==> config.mk <==
export PLATFORM = sky130hd
export DESIGN_NAME = spi_rb_master_flat
export DESIGN_NICKNAME = d
export VERILOG_FILES = /design/src/rtl/toi2s_pkg.sv /design/src/rtl/spi_rb_master_if.sv /design/src/rtl/spi_edge_sync.sv /design/src/rtl/spi_rb_master.sv /design/src/flat_wrapper.sv
export SDC_FILE = /design/constraint.sdc
export NUM_CORES = 1
export LEC_CHECK = 0
export CORE_UTILIZATION = 58
export DETAILED_ROUTE_END_ITERATION = 6
export MAX_ROUTING_LAYER = met4
export PLACE_DENSITY = 0.85
export SYNTH_ARGS = -nofsm -noshare
export SYNTH_HDL_FRONTEND = slang
export SYNTH_HIERARCHICAL = 1
export SYNTH_SLANG_ARGS = --single-unit
==> constraint.sdc <==
create_clock -name clk -period 3.4 [get_ports clk]
set_input_delay 0.85 -clock clk [delete_from_list [all_inputs] [get_ports clk]]
set_output_delay 0.85 -clock clk [all_outputs]
set_load 0.05 [all_outputs]
==> src/rtl/toi2s_pkg.sv <==
// rtl/toi2s_pkg.sv - shared command codes and state types for the SPI register-bus bridge
package toi2s_pkg;

    localparam logic [7:0] CMD_WRITE = 8'h80;
    localparam logic [7:0] CMD_READ  = 8'h00;

    typedef enum logic [2:0] {
        F_IDLE,
        F_CMD,
        F_ADDR,
        F_WDATA,
        F_RDATA,
        F_IGNORE
    } frame_state_t;

    typedef enum logic [1:0] {
        BUS_IDLE,
        BUS_WR,
        BUS_RD_ADDR,
        BUS_RD_CAP
    } bus_state_t;

endpackage

==> src/rtl/spi_rb_master_if.sv <==
// rtl/spi_rb_master_if.sv - register-bus connection between the SPI bridge and the register bank
interface spi_rb_master_if #(
    parameter int ADR_BITS = 8
) ();

    logic [ADR_BITS-1:0] rb_address;
    logic [7:0]          rb_data_write;
    logic [7:0]          rb_data_read;
    logic                rb_reg_en;
    logic                rb_write_en;

    modport master (
        output rb_address,
        output rb_data_write,
        output rb_reg_en,
        output rb_write_en,
        input  rb_data_read
    );

    modport slave (
        input  rb_address,
        input  rb_data_write,
        input  rb_reg_en,
        input  rb_write_en,
        output rb_data_read
    );

endinterface

==> src/rtl/spi_edge_sync.sv <==
// rtl/spi_edge_sync.sv - synchronizes sclk/csn/mosi and produces registered edge pulses
module spi_edge_sync #(
    parameter int SYNC_STAGES = 2
) (
    input  logic clk,
    input  logic resetb,
    input  logic spi_sclk,
    input  logic spi_csn,
    input  logic spi_mosi,
    output logic sclk_rise,
    output logic sclk_fall,
    output logic csn_fall,
    output logic csn_rise,
    output logic csn_l,
    output logic mosi_l
);

    logic [SYNC_STAGES-1:0] sclk_sh;
    logic [SYNC_STAGES-1:0] csn_sh;
    logic [SYNC_STAGES-1:0] mosi_sh;
    logic [SYNC_STAGES-1:0] vld_sh;
    logic                   sclk_s;
    logic                   csn_s;
    logic                   mosi_s;
    logic                   vld_s;
    logic                   sclk_d;
    logic                   csn_d;
    logic                   csn_d_vld;

    assign sclk_s = sclk_sh[SYNC_STAGES-1];
    assign csn_s  = csn_sh[SYNC_STAGES-1];
    assign mosi_s = mosi_sh[SYNC_STAGES-1];
    assign vld_s  = vld_sh[SYNC_STAGES-1];

    // vld_sh marks when the csn chain holds real pin samples, so a csn held low
    // across reset never looks like a fresh falling edge.
    always_ff @(posedge clk or negedge resetb) begin
        if (!resetb) begin
            sclk_sh   <= '0;
            csn_sh    <= '1;
            mosi_sh   <= '0;
            vld_sh    <= '0;
            sclk_d    <= 1'b0;
            csn_d     <= 1'b1;
            csn_d_vld <= 1'b0;
            sclk_rise <= 1'b0;
            sclk_fall <= 1'b0;
            csn_fall  <= 1'b0;
            csn_rise  <= 1'b0;
            csn_l     <= 1'b1;
            mosi_l    <= 1'b0;
        end else begin
            sclk_sh   <= {sclk_sh[SYNC_STAGES-2:0], spi_sclk};
            csn_sh    <= {csn_sh[SYNC_STAGES-2:0], spi_csn};
            mosi_sh   <= {mosi_sh[SYNC_STAGES-2:0], spi_mosi};
            vld_sh    <= {vld_sh[SYNC_STAGES-2:0], 1'b1};
            sclk_d    <= sclk_s;
            csn_d     <= csn_s;
            csn_d_vld <= vld_s;
            sclk_rise <= sclk_s & ~sclk_d;
            sclk_fall <= ~sclk_s & sclk_d;
            csn_fall  <= csn_d_vld & csn_d & ~csn_s;
            csn_rise  <= csn_s & ~csn_d;
            csn_l     <= csn_s;
            mosi_l    <= mosi_s;
        end
    end

endmodule

==> src/rtl/spi_rb_master.sv <==
// rtl/spi_rb_master.sv - SPI mode-0 slave that turns command/address/data bytes into register-bus accesses
module spi_rb_master
    import toi2s_pkg::*;
#(
    parameter int ADR_BITS    = 8,
    parameter int SYNC_STAGES = 2
) (
    input  logic            clk,
    input  logic            resetb,
    input  logic            spi_sclk,
    input  logic            spi_csn,
    input  logic            spi_mosi,
    output logic            spi_miso,
    output logic            spi_miso_oe,
    spi_rb_master_if.master rb
);

    logic                sclk_rise;
    logic                sclk_fall;
    logic                csn_fall;
    logic                csn_rise;
    logic                csn_l;
    logic                mosi_l;

    frame_state_t        frame_q;
    frame_state_t        frame_d;
    bus_state_t          bus_q;
    bus_state_t          bus_d;

    logic [2:0]          bit_cnt;
    logic [7:0]          rx_shift;
    logic [7:0]          rx_byte;
    logic [7:0]          tx_shift;
    logic [7:0]          wdata_q;
    logic [ADR_BITS-1:0] addr_q;
    logic                cmd_rd;
    logic                byte_done;
    logic                wr_req;
    logic                rd_req;
    logic                addr_load;

    spi_edge_sync #(
        .SYNC_STAGES (SYNC_STAGES)
    ) u_sync (
        .clk       (clk),
        .resetb    (resetb),
        .spi_sclk  (spi_sclk),
        .spi_csn   (spi_csn),
        .spi_mosi  (spi_mosi),
        .sclk_rise (sclk_rise),
        .sclk_fall (sclk_fall),
        .csn_fall  (csn_fall),
        .csn_rise  (csn_rise),
        .csn_l     (csn_l),
        .mosi_l    (mosi_l)
    );

    assign rx_byte   = {rx_shift[6:0], mosi_l};
    assign byte_done = sclk_rise & ~csn_l & (bit_cnt == 3'd7) & (frame_q != F_IDLE);

    always_ff @(posedge clk or negedge resetb) begin
        if (!resetb) begin
            frame_q <= F_IDLE;
            bus_q   <= BUS_IDLE;
        end else begin
            frame_q <= frame_d;
            bus_q   <= bus_d;
        end
    end

    always_comb begin
        frame_d   = frame_q;
        wr_req    = 1'b0;
        rd_req    = 1'b0;
        addr_load = 1'b0;
        if (csn_l) begin
            frame_d = F_IDLE;
        end else begin
            case (frame_q)
                F_IDLE: begin
                    if (csn_fall) frame_d = F_CMD;
                end
                F_CMD: begin
                    if (byte_done) begin
                        if (rx_byte == CMD_WRITE || rx_byte == CMD_READ) frame_d = F_ADDR;
                        else                                             frame_d = F_IGNORE;
                    end
                end
                F_ADDR: begin
                    if (byte_done) begin
                        addr_load = 1'b1;
                        rd_req    = cmd_rd;
                        frame_d   = cmd_rd ? F_RDATA : F_WDATA;
                    end
                end
                F_WDATA: wr_req = byte_done;
                F_RDATA: rd_req = byte_done;
                default: ;
            endcase
        end
    end

    // The bus FSM ignores csn entirely so an issued access always finishes.
    always_comb begin
        bus_d = bus_q;
        case (bus_q)
            BUS_IDLE: begin
                if (wr_req)      bus_d = BUS_WR;
                else if (rd_req) bus_d = BUS_RD_ADDR;
            end
            BUS_WR:      bus_d = BUS_IDLE;
            BUS_RD_ADDR: bus_d = BUS_RD_CAP;
            default:     bus_d = BUS_IDLE;
        endcase
    end

    always_ff @(posedge clk or negedge resetb) begin
        if (!resetb) begin
            bit_cnt  <= 3'd0;
            rx_shift <= 8'h00;
            tx_shift <= 8'h00;
            wdata_q  <= 8'h00;
            addr_q   <= '0;
            cmd_rd   <= 1'b0;
        end else begin
            if (csn_fall)                  bit_cnt <= 3'd0;
            else if (sclk_rise && !csn_l)  bit_cnt <= bit_cnt + 3'd1;

            if (sclk_rise && !csn_l) rx_shift <= rx_byte;

            if (csn_rise)                              cmd_rd <= 1'b0;
            else if (frame_q == F_CMD && byte_done)    cmd_rd <= (rx_byte == CMD_READ);

            if (wr_req) wdata_q <= rx_byte;

            if (addr_load)
                addr_q <= ADR_BITS'(rx_byte);
            else if (bus_q == BUS_WR || bus_q == BUS_RD_CAP)
                addr_q <= addr_q + ADR_BITS'(1);

            // No shift on the fall that closes a byte (bit_cnt wrapped to 0): that
            // slot belongs to the freshly loaded MSB of the next byte.
            if (bus_q == BUS_RD_CAP)
                tx_shift <= rb.rb_data_read;
            else if (csn_fall)
                tx_shift <= 8'h00;
            else if (sclk_fall && !csn_l && bit_cnt != 3'd0)
                tx_shift <= {tx_shift[6:0], 1'b0};
        end
    end

    assign spi_miso       = tx_shift[7] & (frame_q != F_IGNORE);
    assign spi_miso_oe    = ~csn_l;
    assign rb.rb_address    = addr_q;
    assign rb.rb_data_write = wdata_q;
    assign rb.rb_reg_en     = (bus_q != BUS_IDLE);
    assign rb.rb_write_en   = (bus_q == BUS_WR);

endmodule
==> src/flat_wrapper.sv <==
// flat-port wrapper written by rule: the top's interface ports become plain ports
module spi_rb_master_flat import toi2s_pkg::*;
#(
    parameter int ADR_BITS    = 8,
    parameter int SYNC_STAGES = 2
)
  (clk, resetb, spi_sclk, spi_csn, spi_mosi, spi_miso, spi_miso_oe, rb_rb_address, rb_rb_data_write, rb_rb_reg_en, rb_rb_write_en, rb_rb_data_read);
  spi_rb_master_if #(.ADR_BITS(ADR_BITS)) rb_i ();
  input  logic clk;
  input  logic resetb;
  input  logic spi_sclk;
  input  logic spi_csn;
  input  logic spi_mosi;
  output logic spi_miso;
  output logic spi_miso_oe;
  output wire logic [$bits(rb_i.rb_address)-1:0] rb_rb_address;
  output wire logic [$bits(rb_i.rb_data_write)-1:0] rb_rb_data_write;
  output wire logic [$bits(rb_i.rb_reg_en)-1:0] rb_rb_reg_en;
  output wire logic [$bits(rb_i.rb_write_en)-1:0] rb_rb_write_en;
  input wire logic [$bits(rb_i.rb_data_read)-1:0] rb_rb_data_read;
  assign rb_rb_address = rb_i.rb_address;
  assign rb_rb_data_write = rb_i.rb_data_write;
  assign rb_rb_reg_en = rb_i.rb_reg_en;
  assign rb_rb_write_en = rb_i.rb_write_en;
  assign rb_i.rb_data_read = rb_rb_data_read;
  spi_rb_master #(.ADR_BITS(ADR_BITS), .SYNC_STAGES(SYNC_STAGES)) u_core (.clk(clk), .resetb(resetb), .spi_sclk(spi_sclk), .spi_csn(spi_csn), .spi_mosi(spi_mosi), .spi_miso(spi_miso), .spi_miso_oe(spi_miso_oe), .rb(rb_i));
endmodule
==> results of run 1 <==
==> per-stage QoR <==
step                      cells  hold slack [ns]  total power, mW
after floorplan             208            0.331             1.03
after global placement      283            0.332             1.11
after detailed placement    283            0.336             1.13
after CTS                   291            0.358             1.55
after global routing        291            0.365             1.63
final                       291            0.356             1.54
==> worst max path at each step <==
| stage | startpoint | cells past startpoint | to |
|---|---|---|---|
| 3_5_place_dp | u_core/frame_q[0] | 4 | spi_miso |
| 6_report | u_core/frame_q[0] | 4 | spi_miso |
| 2_1_floorplan | u_core/frame_q[0] | 3 | spi_miso |
| 3_3_place_gp | u_core/frame_q[0] | 4 | spi_miso |
| 4_1_cts | u_core/frame_q[0] | 4 | spi_miso |
| 5_1_grt | u_core/frame_q[0] | 4 | spi_miso |
==> sequential cells by signal, indices dropped and copies added, names as in the netlist, 3 cells and up <==
name	flops
u_core/rb.rb_address	8
u_core/tx_shift	8
u_core/frame_q	3
u_core/rb.rb_data_write	8
u_core/rx_shift	7
u_core/bit_cnt	3
==> cell type report <==
class                   instances  share of cell area
clock buffers                   5              0.0240
clock inverters                 3              0.0149
inverters                       7             0.00918
multi-input cells             136               0.324
flip-flops and latches         56               0.491
well taps                      50              0.0219
repair buffers                 34               0.115
==> power by group through the flow <==
stage / Sequential [mW] / Clock (mW) / Combinational, mW
after floorplan: 0.830 / 0 / 0.201
after global placement: 0.852 / 0 / 0.254
after detailed placement: 0.862 / 0 / 0.267
after CTS: 0.851 / 0.432 / 0.271
after global routing: 0.867 / 0.461 / 0.302
final: 0.851 / 0.424 / 0.267
==> metal layers <==
metal  up-vias  global-route usage
met5         -                   -
met4         0              0.0957
met3        14              0.0479
met2        51               0.327
met1       786               0.319
li1        778                   -
==> placed cells by master (no fill, tap or decap), types with 2 or more instances in the layout <==
master	count
a21oi_1	26
a21oi_2	2
a311o_1	2
a311oi_1	2
and2_1	2
and2b_2	2
buf_4	2
clkbuf_8	5
clkdlybuf4s50_1	31
dfrtp_1	53
dfstp_2	3
ha_1	4
inv_1	7
mux2_2	15
mux2i_1	2
nand2_1	7
nand4_1	4
nor2_1	24
nor2b_1	4
nor3_1	3
nor3b_1	6
or3_1	2
xnor2_1	5
xor2_1	3
==> Yosys cell counts, types with 2 or more instances <==
cell	n	area [um2]
ha_1	4	50.1
nand2_1	7	26.3
and2_1	2	12.5
or3_1	2	12.5
mux2_2	15	169
buf_2	4	20.0
a311oi_1	2	17.5
xnor2_1	5	43.8
dfstp_2	3	78.8
a21oi_1	26	130
and2b_2	2	17.5
xor2_1	3	26.3
buf_6	2	22.5
a311o_1	2	20.0
clkbuf_1	2	7.51
mux2i_1	2	20.0
inv_1	7	26.3
nor2b_1	4	25.0
nor3_1	3	15.0
nor3b_1	6	45.0
dfrtp_1	53	1330
a21oi_2	2	17.5
nor2_1	24	90.1
nand4_1	4	25.0
==> cell families (layout without fill, tap and decap cells) <==
family / count (synthesis) / count (layout) / synth area share
buffers and inverters: 16 / 49 / 0.0347
DFF: 56 / 56 / 0.582
and+or+nand+nor: 66 / 66 / 0.153
other: 1 / 1 / 0.00155
xor gates and xnor gates: 8 / 8 / 0.0290
muxes: 17 / 17 / 0.0782
adders and majority gates: 4 / 4 / 0.0207
AOI/OAI and AO/OA: 40 / 40 / 0.101
==> worst reg2reg max path: stages, from the launching register on <==
cell and delay, ns:
dfstp_2 0.41, nor2b_2 0.59, nand4_1 0.61, nor2_1 0.26, a21oi_1 0.06
==> flow_summary.json, run 1 <==
{
  "combPwrFrac": 0.173,
  "cp_slowest_cell": "clkdlybuf4s50_1",
  "ys_ff_latch": 56,
  "drive_gt1_frac": 0.170,
  "multi_input_area_um2": 926,
  "r2r_start": "u_core/u_sync/csn_l",
  "wl_met1_mm": 1.91,
  "drt.antenna.violating_nets": 0,
  "core_um2": 4000,
  "dp.final_hpwl_mm": 2.83,
  "clock_power_share": 0.275,
  "ir_worst_vdd_v": 0.000347,
  "critPathMaxStageDelay_ns": 0.86,
  "p_leak_nw": 1.25,
  "cellPowerDensity_nw_per_um2": 539,
  "synth_edf_count": 0,
  "wirelength_mm": 4.23,
  "fin_tns_setup_ns": 0,
  "clock_sinks": 56,
  "final_cell_area_um2": 2860,
  "grt_pass1_wl_mm": 7.16,
  "grt_overflow": 0,
  "vias_per_cell": 5.60,
  "max_cap_violations": 0,
  "synth.avg_cell_area_um2": 11.6,
  "numPortBuffers": 32,
  "cts_htree_levels": 2,
  "skew_ns": 0.00507,
  "cp_cell_sequence": "inv_1 > nor2_1 > a21boi_0 > clkdlybuf4s50_1",
  "fin_crit_sh": 0.873,
  "intPower_mw": 1.11,
  "io_pins": 33,
  "end_kind": "primary output",
  "diodes": 0,
  "hold_end": "u_core/u_sync/csn_d_vld",
  "ys.flop_type": "dfrtp_1",
  "placed_area_um2": 2750,
  "finalNetCount": 257,
  "hold_path_class": "reg2reg",
  "avgRoutedWirePerCell_um": 14.5,
  "syn_inst": 208,
  "r2r_cells": 4,
  "cts_made_buffers": 5,
  "synth_nets": 225,
  "min_path_cells": 0,
  "nFillCells": 284,
  "num_rows": 23,
  "clk_latency_ns": 0.30,
  "ff_latch_area_um2": 1410,
  "timing.rr.end": "u_core/rb.rb_address[2]",
  "syn2layout_area_growth_pct": 18.5,
  "setup_slack_ns": 0.431,
  "slew_headroom": 0.512,
  "outcome": "completed",
  "seq_power_share": 0.552,
  "cts_tree": "yes",
  "cts.path.max_buffers": 2,
  "clk_pin_slew_ns": 0.10,
  "gp_congestion": 0.823,
  "setup_viol": 0,
  "grt_pass1_vias": 1521,
  "critPathKind": "reg2out",
  "syn_area_um2": 2410,
  "grt_max_degree": 57,
  "async_flop_share": 1.00,
  "ys.warnings.count": 6,
  "root_buffer": "clkbuf_8",
  "hold_buffers": 0,
  "switchingPower_uw": 430,
  "critPathLaunchType": "flop",
  "route.detailed.drc": 0,
  "first_iter_violations": 98,
  "wl_met3_um": 173,
  "antenna_found_initial": 0,
  "highest_layer": "met4",
  "fp.dieW_um": 66.5,
  "cp_top_family": "buffers and inverters",
  "pre_cts_slack_ns": 0.838,
  "period_needed_ns": 2.97,
  "hold_viol_final": 0,
  "cts_resized": 0,
  "critPathBufInv": 2,
  "path_max_fanout": 9,
  "hp-start": "u_core/u_sync/vld_sh[1]",
  "grt_usage": 0.228,
  "reg2reg_slack_ns": 1.33,
  "start_util": 0.604,
  "dr.pass1.iters": 4,
  "ys_seq_area_frac": 0.582,
  "synth_cell_types": 46,
  "fp.dieH_um": 66.5,
  "tightest_slew_ns": 0.729,
  "vias": 1629,
  "dr_wl_met2_mm": 2.02,
  "slew_viol_final": 0,
  "fin_util": 0.715,
  "worstPathArrival_ns": 2.12,
  "max_freq_mhz": 337,
  "dieArea_um2": 4430,
  "rsz0062_at_grt": "no",
  "cp.required_ns": 2.55,
  "postCtsSetupBuffers": 0,
  "swShare": 0.279
}
Power figures use the tool's default switching activity.
==> run 2: changes to the inputs <==
- GPL_TIMING_DRIVEN: not set -> 0
- SKIP_CTS_REPAIR_TIMING: not set -> 1
==> run 2 against run 1 <==
Net effect:
- sequential power shrank 0.7%
- first-iteration DRC count shrank 47%
- cell count grew 2.7%
- maximum frequency grew 2.6%
- register-to-register slack gained 0.31 ns
- critical path type unchanged
- critical endpoint unchanged
- largest power group unchanged
==> flow_summary.json, run 2 (same netlist as run 1, synthesis figures left out) <==
{
  "tightest_slew_ns": 0.501,
  "slew_headroom": 0.665,
  "layout_common_cells": "dfrtp_1 (53), clkdlybuf4s50_1 (31), a21oi_1 (26)",
  "hold_path_class": "reg2reg",
  "root_buffer": "clkbuf_8",
  "antenna_found_initial": 0,
  "setup_slack_ns": 0.505,
  "p_leak_nw": 1.27,
  "numPortBuffers": 32,
  "pre_cts_slack_ns": 0.866,
  "max_freq_mhz": 345,
  "hp-start": "u_core/u_sync/mosi_sh[0]",
  "diodes": 0,
  "wirelength_mm": 4.05,
  "setup_viol": 0,
  "finalNetCount": 265,
  "max_cap_violations": 0,
  "path_max_fanout": 9,
  "ff_latch_area_um2": 1410,
  "grt_pass1_vias": 1512,
  "cts.path.max_buffers": 2,
  "slew_viol_final": 0,
  "dp.final_hpwl_mm": 2.81,
  "worstPathArrival_ns": 2.04,
  "vias_per_cell": 5.57,
  "avgRoutedWirePerCell_um": 13.6,
  "mostFrequentLayoutCell": "dfrtp_1",
  "fin_crit_sh": 0.851,
  "hold_viol_final": 0,
  "switchingPower_uw": 423,
  "clock_power_share": 0.238,
  "clk_pin_slew_ns": 0.09,
  "grt_pass1_wl_mm": 6.82,
  "nFillCells": 304,
  "final_cell_area_um2": 2900,
  "drt.antenna.violating_nets": 0,
  "intPower_mw": 1.04,
  "grt_overflow": 0,
  "critPathLaunchType": "flop",
  "swShare": 0.289,
  "multi_input_area_um2": 926,
  "combPwrFrac": 0.185,
  "fin_tns_setup_ns": 0,
  "cts_made_buffers": 5,
  "route.detailed.drc": 0,
  "grt_max_degree": 43,
  "io_pins": 33,
  "rsz0062_at_grt": "no",
  "end_kind": "primary output",
  "core_um2": 4000,
  "skew_ns": 0.00491,
  "cts_htree_levels": 2,
  "fp.dieW_um": 66.5,
  "critPathKind": "reg2out",
  "seq_power_share": 0.577,
  "clk_latency_ns": 0.31,
  "placed_area_um2": 2810,
  "critical_path.startpoint": "u_core/frame_q[0]",
  "grt_usage": 0.217,
  "num_rows": 23,
  "syn2layout_area_growth_pct": 20.0,
  "fin_util": 0.724,
  "clock_sinks": 56,
  "cellPowerDensity_nw_per_um2": 506,
  "dr.pass1.iters": 4,
  "vias": 1664,
  "cts_tree": "yes",
  "outcome": "completed",
  "cp.required_ns": 2.55,
  "start_util": 0.604,
  "first_iter_violations": 52,
  "gp_congestion": 0.840,
  "fp.dieH_um": 66.5,
  "drive_gt1_frac": 0.185,
  "r2r_start": "u_core/bit_cnt[0]",
  "dieArea_um2": 4430,
  "period_needed_ns": 2.89,
  "ir_worst_vdd_v": 0.000364
}
## run 2: cell count changes in the layout (fill, tap and decap cells not counted)
cell       previous run  this run
buf_4                 2         1
bufinv_16             1         0
buf_2                 1         5
buf_6                 0         2
buf_12                0         1
clkbuf_1              0         3
## run 2: layer usage
metal | vias to the layer above | global-route usage | wire, um
li1 | 800 | - | -
met1 | 827 | 0.289 | 1880
met2 | 32 | 0.320 | 1930
met3 | 5 | 0.0565 | 168
met4 | 0 | 0.0851 | 68
met5 | - | - | 0
## run 2: power groups by stage
stage / Combinational (mW) / Sequential (mW) / Clock, mW
after floorplan: 0.201 / 0.830 / 0
after global placement: 0.260 / 0.849 / 0
after detailed placement: 0.273 / 0.855 / 0
after CTS: 0.275 / 0.843 / 0.361
after global routing: 0.304 / 0.861 / 0.382
final: 0.271 / 0.845 / 0.349
## run 2: layout make-up
type                            instances  area share
Timing Repair Buffer                   33       0.116
Multi-Input combinational cell        136       0.320
Buffer                                  9      0.0199
Clock inverter                          2     0.00432
Tap cell                               50      0.0216
Inverter                                7     0.00907
Sequential cell                        56       0.485
Clock buffer                            6      0.0250
## run 2: path summary, 6_finish.rpt
path                            slack, ns  cells past startpoint                  endpoint
worst max-delay path                 0.51                      4                  spi_miso
min in group asynchronous            0.43                      1        u_core/tx_shift[0]
max in group asynchronous            2.38                      2       u_core/u_sync/csn_l
worst max register to register       1.64                      6         u_core/frame_q[0]
worst min-delay path                 0.35                      0  u_core/u_sync/mosi_sh[1]
worst min register to register       0.35                      0  u_core/u_sync/mosi_sh[1]
## run 2: stage by stage
step / std cells / hold slack, ns / power, mW
3_5_place_dp: 291 / 0.336 / 1.13
6_report: 299 / 0.355 / 1.46
5_1_grt: 299 / 0.362 / 1.55
4_1_cts: 299 / 0.359 / 1.48
2_1_floorplan: 208 / 0.331 / 1.03
3_3_place_gp: 290 / 0.334 / 1.11
## run 2: worst max-delay path, cell delays in order (launching register included)
cell and delay [ns]:
dfrtp_1 0.48, inv_1 0.15, nor2_1 0.07, a21boi_0 0.19, clkdlybuf4s50_1 0.84
